<file path="config.mk">
export PLATFORM = sky130hd
export DESIGN_NAME = rtc_calendar_flat
export DESIGN_NICKNAME = d
export VERILOG_FILES = /design/src/rtl/rtc_calendar_pkg.sv /design/src/rtl/rtc_calendar_if.sv /design/src/rtl/rtc_calendar_seg7_digit.sv /design/src/rtl/rtc_calendar.sv /design/src/flat_wrapper.sv
export SDC_FILE = /design/constraint.sdc
export NUM_CORES = 1
export LEC_CHECK = 0
export ABC_CLOCK_PERIOD_IN_PS = 5400
export CELL_PAD_IN_SITES_DETAIL_PLACEMENT = 0
export CELL_PAD_IN_SITES_GLOBAL_PLACEMENT = 1
export CORE_MARGIN = 5
export CORE_UTILIZATION = 39
export CTS_CLUSTER_SIZE = 8
export DETAILED_ROUTE_END_ITERATION = 16
export GPL_TIMING_DRIVEN = 0
export PLACE_DENSITY = 0.8
export SLEW_MARGIN = 10
export SYNTH_ARGS = -nofsm -noshare
export SYNTH_HDL_FRONTEND = slang
export SYNTH_HIERARCHICAL = 1
export SYNTH_SLANG_ARGS = --single-unit
</file>
<file path="constraint.sdc">
create_clock -name clk -period 5.4 [get_ports clk]
set_clock_uncertainty 0.15 [all_clocks]
set_input_delay 1.08 -clock clk [delete_from_list [all_inputs] [get_ports clk]]
set_output_delay 1.08 -clock clk [all_outputs]
set_load 0.02 [all_outputs]
</file>
<file path="src/rtl/rtc_calendar_pkg.sv">
// rtc_pkg: shared definitions for the real-time clock/calendar.
//   field_e          - encoding of load_sel (which field a write targets)
//   BCD_*            - BCD terminal values used by the carry chain and validator
//   is_leap()        - Gregorian leap-year test on a 4-digit BCD year
//   days_in_month()  - month length in BCD for a BCD month/year
//   bcd_valid16()    - all four nibbles are decimal digits
//   bcd_inc8/16()    - decade-counter increment with digit ripple
package rtc_pkg;

   typedef enum logic [2:0] {
      FLD_SEC   = 3'd0,
      FLD_MIN   = 3'd1,
      FLD_HOUR  = 3'd2,
      FLD_DAY   = 3'd3,
      FLD_MONTH = 3'd4,
      FLD_YEAR  = 3'd5
   } field_e;

   localparam logic [7:0]  BCD_59   = 8'h59;
   localparam logic [7:0]  BCD_23   = 8'h23;
   localparam logic [7:0]  BCD_12   = 8'h12;
   localparam logic [15:0] BCD_9999 = 16'h9999;

   // Y = hi*100 + lo. Because 100 is a multiple of 4, Y%4 == lo%4 whenever
   // lo != 0; when lo == 0 the year is a century and leaps only if hi%4 == 0.
   function automatic logic is_leap(input logic [15:0] year);
      logic [6:0] lo;
      logic [6:0] hi;
      lo = 7'(year[7:4] * 4'd10 + year[3:0]);
      hi = 7'(year[15:12] * 4'd10 + year[11:8]);
      return ((lo != 7'd0) && (lo[1:0] == 2'b00)) ||
             ((lo == 7'd0) && (hi[1:0] == 2'b00));
   endfunction

   function automatic logic [7:0] days_in_month(input logic [7:0] month,
                                               input logic [15:0] year);
      case (month)
         8'h02:                      return is_leap(year) ? 8'h29 : 8'h28;
         8'h04, 8'h06, 8'h09, 8'h11: return 8'h30;
         default:                    return 8'h31;
      endcase
   endfunction

   function automatic logic bcd_valid16(input logic [15:0] v);
      return (v[3:0] <= 4'd9) && (v[7:4] <= 4'd9) &&
             (v[11:8] <= 4'd9) && (v[15:12] <= 4'd9);
   endfunction

   function automatic logic [7:0] bcd_inc8(input logic [7:0] v);
      if (v[3:0] == 4'd9) return {v[7:4] + 4'd1, 4'd0};
      else                return {v[7:4], v[3:0] + 4'd1};
   endfunction

   function automatic logic [15:0] bcd_inc16(input logic [15:0] v);
      logic [15:0] r;
      logic        c;
      r = v;
      c = 1'b1;
      for (int i = 0; i < 4; i++) begin
         if (c) begin
            if (r[4*i +: 4] == 4'd9) begin
               r[4*i +: 4] = 4'd0;
            end else begin
               r[4*i +: 4] = r[4*i +: 4] + 4'd1;
               c = 1'b0;
            end
         end
      end
      return r;
   endfunction

endpackage

</file>
<file path="src/rtl/rtc_calendar_if.sv">
// rtc_calendar_if: control/status bundle of the RTC.
//   mode      - 0 run, 1 set
//   load_en   - one-cycle field write strobe
//   load_sel  - target field (rtc_pkg::field_e)
//   load_data - right-aligned BCD value
//   load_err  - one-cycle pulse, write rejected
//   sec_tick  - one-cycle pulse, new second visible
//   time_bcd  - {hh, mm, ss}
//   date_bcd  - {YYYY, MM, DD}
//   seg       - 14 x 7-bit gfedcba patterns, digit 0 = seconds units
interface rtc_calendar_if;
   logic        mode;
   logic        load_en;
   logic [2:0]  load_sel;
   logic [15:0] load_data;
   logic        load_err;
   logic        sec_tick;
   logic [23:0] time_bcd;
   logic [31:0] date_bcd;
   logic [97:0] seg;

   modport master (output mode, load_en, load_sel, load_data,
                   input  load_err, sec_tick, time_bcd, date_bcd, seg);
   modport slave  (input  mode, load_en, load_sel, load_data,
                   output load_err, sec_tick, time_bcd, date_bcd, seg);
endinterface

</file>
<file path="src/rtl/rtc_calendar_seg7_digit.sv">
// seg7_digit: BCD digit to seven-segment pattern (gfedcba).
//   bcd_i - 4-bit digit; codes above 9 blank the display
//   seg_o - segment pattern, inverted when SEG_ACTIVE_LOW (common anode)
module seg7_digit #(
   parameter bit SEG_ACTIVE_LOW = 1'b1
) (
   input  logic [3:0] bcd_i,
   output logic [6:0] seg_o
);
   logic [6:0] pat;

   always_comb begin
      case (bcd_i)
         4'd0:    pat = 7'h3F;
         4'd1:    pat = 7'h06;
         4'd2:    pat = 7'h5B;
         4'd3:    pat = 7'h4F;
         4'd4:    pat = 7'h66;
         4'd5:    pat = 7'h6D;
         4'd6:    pat = 7'h7D;
         4'd7:    pat = 7'h07;
         4'd8:    pat = 7'h7F;
         4'd9:    pat = 7'h6F;
         default: pat = 7'h00;
      endcase
   end

   assign seg_o = SEG_ACTIVE_LOW ? ~pat : pat;
endmodule

</file>
<file path="src/rtl/rtc_calendar.sv">
// rtc_calendar: BCD real-time clock/calendar with validated field writes.
//   clk   - system clock
//   rst_n - asynchronous active-low reset
//   bus   - rtc_calendar_if.slave (mode/load inputs, time/date/seg outputs)
// A prescaler divides clk by TICK_DIV; each wrap advances ss->mm->hh->day->
// month->year. In set mode the prescaler is held at zero and writes through
// load_* are range-checked against the current calendar before being applied.
module rtc_calendar
   import rtc_pkg::*;
#(
   parameter int          TICK_DIV       = 50_000_000,
   parameter logic [15:0] RESET_YEAR     = 16'h2024,
   parameter logic [7:0]  RESET_MONTH    = 8'h01,
   parameter logic [7:0]  RESET_DAY      = 8'h01,
   parameter bit          SEG_ACTIVE_LOW = 1'b1
) (
   input logic            clk,
   input logic            rst_n,
   rtc_calendar_if.slave  bus
);
   localparam int            PW         = (TICK_DIV > 1) ? $clog2(TICK_DIV) : 1;
   localparam logic [PW-1:0] PRESC_LAST = PW'(TICK_DIV - 1);

   logic [PW-1:0] presc_q, presc_d;
   logic [7:0]    sec_q, sec_d, min_q, min_d, hour_q, hour_d;
   logic [7:0]    day_q, day_d, mon_q, mon_d;
   logic [15:0]   year_q, year_d;
   logic          load_err_q, load_err_d, sec_tick_q, sec_tick_d;

   logic [7:0]    dim_cur, dim_new_mon, dim_new_year, load_lo;
   logic          load_hi_zero, load_ok;

   assign dim_cur      = days_in_month(mon_q, year_q);
   assign dim_new_mon  = days_in_month(bus.load_data[7:0], year_q);
   assign dim_new_year = days_in_month(mon_q, bus.load_data);
   assign load_lo      = bus.load_data[7:0];
   assign load_hi_zero = (bus.load_data[15:8] == 8'h00);

   // Load validator: valid BCD digits are ordered like binary, so range
   // checks are done directly on the BCD value.
   always_comb begin
      load_ok = bus.mode && bcd_valid16(bus.load_data);
      case (bus.load_sel)
         FLD_SEC, FLD_MIN: load_ok = load_ok && load_hi_zero && (load_lo <= BCD_59);
         FLD_HOUR:         load_ok = load_ok && load_hi_zero && (load_lo <= BCD_23);
         FLD_DAY:          load_ok = load_ok && load_hi_zero && (load_lo != 8'h00) &&
                                     (load_lo <= dim_cur);
         FLD_MONTH:        load_ok = load_ok && load_hi_zero && (load_lo != 8'h00) &&
                                     (load_lo <= BCD_12);
         FLD_YEAR:         load_ok = load_ok && (bus.load_data <= BCD_9999);
         default:          load_ok = 1'b0;
      endcase
   end

   always_comb begin
      presc_d    = presc_q;
      sec_d      = sec_q;
      min_d      = min_q;
      hour_d     = hour_q;
      day_d      = day_q;
      mon_d      = mon_q;
      year_d     = year_q;
      load_err_d = 1'b0;
      sec_tick_d = 1'b0;

      if (bus.mode) begin
         presc_d = '0;
      end else if (presc_q == PRESC_LAST) begin
         presc_d    = '0;
         sec_tick_d = 1'b1;
         // Decade counters with carry chain; each field wraps only when
         // every field below it wraps in the same second.
         if (sec_q != BCD_59) sec_d = bcd_inc8(sec_q);
         else begin
            sec_d = 8'h00;
            if (min_q != BCD_59) min_d = bcd_inc8(min_q);
            else begin
               min_d = 8'h00;
               if (hour_q != BCD_23) hour_d = bcd_inc8(hour_q);
               else begin
                  hour_d = 8'h00;
                  if (day_q != dim_cur) day_d = bcd_inc8(day_q);
                  else begin
                     day_d = 8'h01;
                     if (mon_q != BCD_12) mon_d = bcd_inc8(mon_q);
                     else begin
                        mon_d  = 8'h01;
                        year_d = (year_q == BCD_9999) ? 16'h0000 : bcd_inc16(year_q);
                     end
                  end
               end
            end
         end
      end else begin
         presc_d = presc_q + 1'b1;
      end

      // Accepted writes only happen in set mode, so they never coincide
      // with a tick. Month/year writes clamp the day to the new length.
      if (bus.load_en) begin
         if (!load_ok) load_err_d = 1'b1;
         else begin
            case (bus.load_sel)
               FLD_SEC: begin
                  sec_d   = load_lo;
                  presc_d = '0;
               end
               FLD_MIN:   min_d  = load_lo;
               FLD_HOUR:  hour_d = load_lo;
               FLD_DAY:   day_d  = load_lo;
               FLD_MONTH: begin
                  mon_d = load_lo;
                  if (day_q > dim_new_mon) day_d = dim_new_mon;
               end
               default: begin
                  year_d = bus.load_data;
                  if (day_q > dim_new_year) day_d = dim_new_year;
               end
            endcase
         end
      end
   end

   always_ff @(posedge clk or negedge rst_n) begin
      if (!rst_n) begin
         presc_q    <= '0;
         sec_q      <= 8'h00;
         min_q      <= 8'h00;
         hour_q     <= 8'h00;
         day_q      <= RESET_DAY;
         mon_q      <= RESET_MONTH;
         year_q     <= RESET_YEAR;
         load_err_q <= 1'b0;
         sec_tick_q <= 1'b0;
      end else begin
         presc_q    <= presc_d;
         sec_q      <= sec_d;
         min_q      <= min_d;
         hour_q     <= hour_d;
         day_q      <= day_d;
         mon_q      <= mon_d;
         year_q     <= year_d;
         load_err_q <= load_err_d;
         sec_tick_q <= sec_tick_d;
      end
   end

   assign bus.load_err = load_err_q;
   assign bus.sec_tick = sec_tick_q;
   assign bus.time_bcd = {hour_q, min_q, sec_q};
   assign bus.date_bcd = {year_q, mon_q, day_q};

   logic [55:0] digits_w;
   logic [97:0] seg_w;
   assign digits_w = {year_q, mon_q, day_q, hour_q, min_q, sec_q};

   for (genvar i = 0; i < 14; i++) begin : g_seg
      seg7_digit #(.SEG_ACTIVE_LOW(SEG_ACTIVE_LOW)) u_seg (
         .bcd_i (digits_w[4*i +: 4]),
         .seg_o (seg_w[7*i +: 7])
      );
   end

   assign bus.seg = seg_w;
endmodule

</file>
<file path="src/flat_wrapper.sv">
// flat-port wrapper written by rule: the top's interface ports become plain ports
module rtc_calendar_flat import rtc_pkg::*;
#(
   parameter int          TICK_DIV       = 50_000_000,
   parameter logic [15:0] RESET_YEAR     = 16'h2024,
   parameter logic [7:0]  RESET_MONTH    = 8'h01,
   parameter logic [7:0]  RESET_DAY      = 8'h01,
   parameter bit          SEG_ACTIVE_LOW = 1'b1
)
  (clk, rst_n, bus_mode, bus_load_en, bus_load_sel, bus_load_data, bus_load_err, bus_sec_tick, bus_time_bcd, bus_date_bcd, bus_seg);
  rtc_calendar_if bus_i ();
  input logic clk;
  input logic rst_n;
  input wire logic [$bits(bus_i.mode)-1:0] bus_mode;
  input wire logic [$bits(bus_i.load_en)-1:0] bus_load_en;
  input wire logic [$bits(bus_i.load_sel)-1:0] bus_load_sel;
  input wire logic [$bits(bus_i.load_data)-1:0] bus_load_data;
  output wire logic [$bits(bus_i.load_err)-1:0] bus_load_err;
  output wire logic [$bits(bus_i.sec_tick)-1:0] bus_sec_tick;
  output wire logic [$bits(bus_i.time_bcd)-1:0] bus_time_bcd;
  output wire logic [$bits(bus_i.date_bcd)-1:0] bus_date_bcd;
  output wire logic [$bits(bus_i.seg)-1:0] bus_seg;
  assign bus_i.mode = bus_mode;
  assign bus_i.load_en = bus_load_en;
  assign bus_i.load_sel = bus_load_sel;
  assign bus_i.load_data = bus_load_data;
  assign bus_load_err = bus_i.load_err;
  assign bus_sec_tick = bus_i.sec_tick;
  assign bus_time_bcd = bus_i.time_bcd;
  assign bus_date_bcd = bus_i.date_bcd;
  assign bus_seg = bus_i.seg;
  rtc_calendar #(.TICK_DIV(TICK_DIV), .RESET_YEAR(RESET_YEAR), .RESET_MONTH(RESET_MONTH), .RESET_DAY(RESET_DAY), .SEG_ACTIVE_LOW(SEG_ACTIVE_LOW)) u_core (.clk(clk), .rst_n(rst_n), .bus(bus_i));
endmodule
</file>
==> results of run 1 <==
-- state kept, by name (all words and copies together), names as in the netlist --
| register | cells |
|---|---|
| u_core/bus.load_err | 1 |
| u_core/bus.sec_tick | 1 |
| u_core/mon_q | 8 |
| u_core/presc_q | 26 |
| u_core/min_q | 8 |
| u_core/sec_q | 8 |
| u_core/day_q | 8 |
| u_core/year_q | 16 |
| u_core/hour_q | 8 |
-- metal layers --
metal	vias to the layer above	routed length, um	global-route usage, %	share of wire (%)
met5	-	0	0	0
met4	0	378	4.92	1.4
met3	29	1380	3.17	5.2
met2	240	12600	33.6	48
met1	4207	12100	25.8	46
li1	4419	-	-	-
-- through the flow --
stage	instance area (sq um)	TNS (ns)	instances
2_1_floorplan	9040	0	1136
3_3_place_gp	11200	-22.85	1597
3_5_place_dp	11200	-0.785	1599
4_1_cts	11500	0	1615
5_1_grt	11500	0	1615
6_report	11500	0	1615
-- cells in the final DEF, fill, tap and decap left out, types with 37 or more instances in the layout --
master | synthesis | layout
nand3_1 | 37 | 37
inv_1 | 110 | 110
nor2_1 | 121 | 121
nand2_1 | 59 | 59
ha_1 | 112 | 112
dfrtp_1 | 79 | 79
a21oi_1 | 72 | 72
clkdlybuf4s50_1 | 0 | 174
o21ai_0 | 85 | 85
a31oi_1 | 43 | 43
-- cell type report --
type | count | area (sq um) | area share [%]
inverters | 110 | 413 | 3.59
flip-flops and latches | 84 | 2110 | 18.3
repair buffers | 178 | 1800 | 15.6
clock inverters | 4 | 73.8 | 0.641
clock buffers | 12 | 236 | 2.05
multi-input cells | 897 | 6240 | 54.2
plain buffers | 45 | 293 | 2.54
well taps | 285 | 357 | 3.10
-- worst register-to-register path, delay by kind of cell, from the launching register on --
| kind | cells | cell delay [ns] |
|---|---|---|
| mux | 2 | 0.62 |
| fa+ha+maj | 4 | 0.86 |
| flops | 1 | 0.69 |
| xor+xnor | 1 | 0.32 |
| buf+inv | 3 | 0.37 |
| simple gates | 2 | 0.75 |
| compound gates | 6 | 1.11 |
-- how the worst min path moves through the flow --
stage / slack (ns) / to / depth (start not counted) / start
3_5_place_dp: 0.36 / u_core/presc_q[0] / 1 / u_core/presc_q[0]
3_3_place_gp: 0.36 / u_core/presc_q[0] / 1 / u_core/presc_q[0]
6_report: 0.37 / u_core/presc_q[0] / 1 / u_core/presc_q[0]
2_1_floorplan: 0.33 / u_core/presc_q[0] / 1 / u_core/presc_q[0]
4_1_cts: 0.37 / u_core/presc_q[0] / 1 / u_core/presc_q[0]
5_1_grt: 0.40 / u_core/presc_q[0] / 1 / u_core/presc_q[0]
-- cells by family (layout without fill, tap and decap cells) --
group	Yosys count	count (layout)
buf+inv	155	349
fa+ha+maj	116	116
xor+xnor	47	47
simple gates	397	397
compound gates	311	311
flops	84	84
mux	26	26
-- report_power, final --
group,switching (mW),internal [mW],total [mW]
Sequential,0.0648,0.653,0.718
Clock,0.259,0.407,0.666
Combinational,0.379,0.310,0.689
Total,0.703,1.37,2.07
-- repair_timing --
item | 4_1_cts | 5_1_grt
resized for setup | 0 | 5
endpoints found under the hold margin | 0 | 0
buffers inserted | 0 | 0
endpoints found under the setup margin | 0 | 8
==> impl_metrics.ini, run 1 <==
[status]
status = complete, no violations

[detailed_routing]
via_per_inst = 5.51
wl_per_cell_um = 16.4
first_pass_iters = 5
ant_nets = 0
vias = 8895
drtIter0Drc = 615
remaining_drc_errors = 0
drt_wl_total_um = 26500

[cells_and_area]
fillerInstances = 2226
n_antenna_cell = 0
final_core_util_pct = 50.7
drive_above_1_share_pct = 5.94
syn_to_final_growth_pct = 27.4
final_nets = 1464

[timing]
drv_slew = 0
setup_viol_count_final = 0
whs_ns = 0.365
period_needed_ns = 5.22
slew_headroom_pct = 28.6
period_share_pct = 96.7
fmax_ghz = 0.191
worstMarginPinSlew_ns = 1.06
rsz0062_at_grt = false
finalHoldViolCount = 0
fin_ws_ns = 0.177

[floorplanning]
die_area_sq_mm = 0.0263
ios = 179
core_sq_mm = 0.0227
start_util_pct = 39.8
die_height_um = 162
num_rows = 55
die_x_um = 162

[clock_network]
tritoncts = done
h-tree-depth = 3
clkSlewWorstSetupHoldPaths_ns = 0.06
cts_buffers = 9
cts_sinks = 84
clkLatencyLatePin_ns = 0.35
ctsLongestPathBuffers = 2
clockRootBuffer = clkbuf_16
holdBufCountCts = 0

[synthesis]
synth.distinct_cells = 76
synth_top_family_by_area = simple AND/OR/NAND/NOR gates
synth-xor-area-share_pct = 4.55
synthAdderAreaFrac_pct = 16.4
synth_top_cell_area_share_pct = 21.9
synth_warnings = 6
synth-seq-cells = 84
synthMuxAreaShare_pct = 3.23
synthFlopType = dfrtp_1
synthTopCellsByCount = nor2_1, ha_1, inv_1
netlist.top_cell.by_area = dfrtp_1
syn_area_sq_mm = 0.00904
async_flop_share_pct = 100
synthCells = 1136
synth.area.top_cells = dfrtp_1, ha_1, nor2_1, o21ai_0, inv_1
synth_edf_count = 0
avgSynthCellArea_sq_um = 7.96
synth_most_common_cell = nor2_1
yosys.area_share.simple_pct = 22.5
syn-num-nets = 1275
synth_compound_area_share_pct = 22.2
yosysSeqAreaShare_pct = 23.3

[setup_path]
cpMostUsedCell = inv_1
r2r-start = u_core/year_q[5]
critical_path_class = input port to flop
r2r_end = u_core/min_q[5]
cp-end-kind = flop
critPathLaunchType = input port
cp_top_family = compound AO/OA/AOI/OAI gates
cpMaxStageDelayCell = clkdlybuf4s50_1
worstRegToRegCells = 18
crit_chain = clkdlybuf4s50_1 > buf_1 > inv_1 > fa_1 > xor2_1 > o211ai_1 > o21ai_0 > nand2_1 > ha_1 > inv_1 > a2bb2o_1 > a221o_1 > a311o_1 > a21oi_1 > o32ai_1
cp.depth = 15
slowest_delay_ns = 0.55
crit_fanout = 10
path_buf_inv = 4
rrSetupSlack_ns = 0.42
crit_required_ns = 5.46
crit_start = bus_load_data[5]
endpoint = u_core/day_q[4]
crit_arrival_ns = 5.28

[global_routing]
grt-ovfl-total = 0
grt_usage_pct = 19.6
antenna_found_initial = 0
grt_pass1_vias = 8436
grt_pass1_wl_um = 43100
grt_max_degree = 49

[placed_design]
io_buffers = 176
dp_worst_setup_slack_ns = -0.151
dp_hpwl_um = 20100
gp_congestion = 0.888

[power_and_ir_drop]
power.density_mw_per_mm2 = 180
ir_drop_mv = 0.209
report.power.total_mw = 2.07
power_leakage_nw = 5.02

[worst_hold_path]
hold_path.class = flop to flop

[job]
maxCapViolCount = 0
No activity file was read; power rests on OpenSTA's default activity.
==> run 2: changes to the inputs <==
- HOLD_SLACK_MARGIN: not set -> 0.06
==> results of run 2 <==
Same layout as run 1: the final DEF is identical, and so are final timing and power.
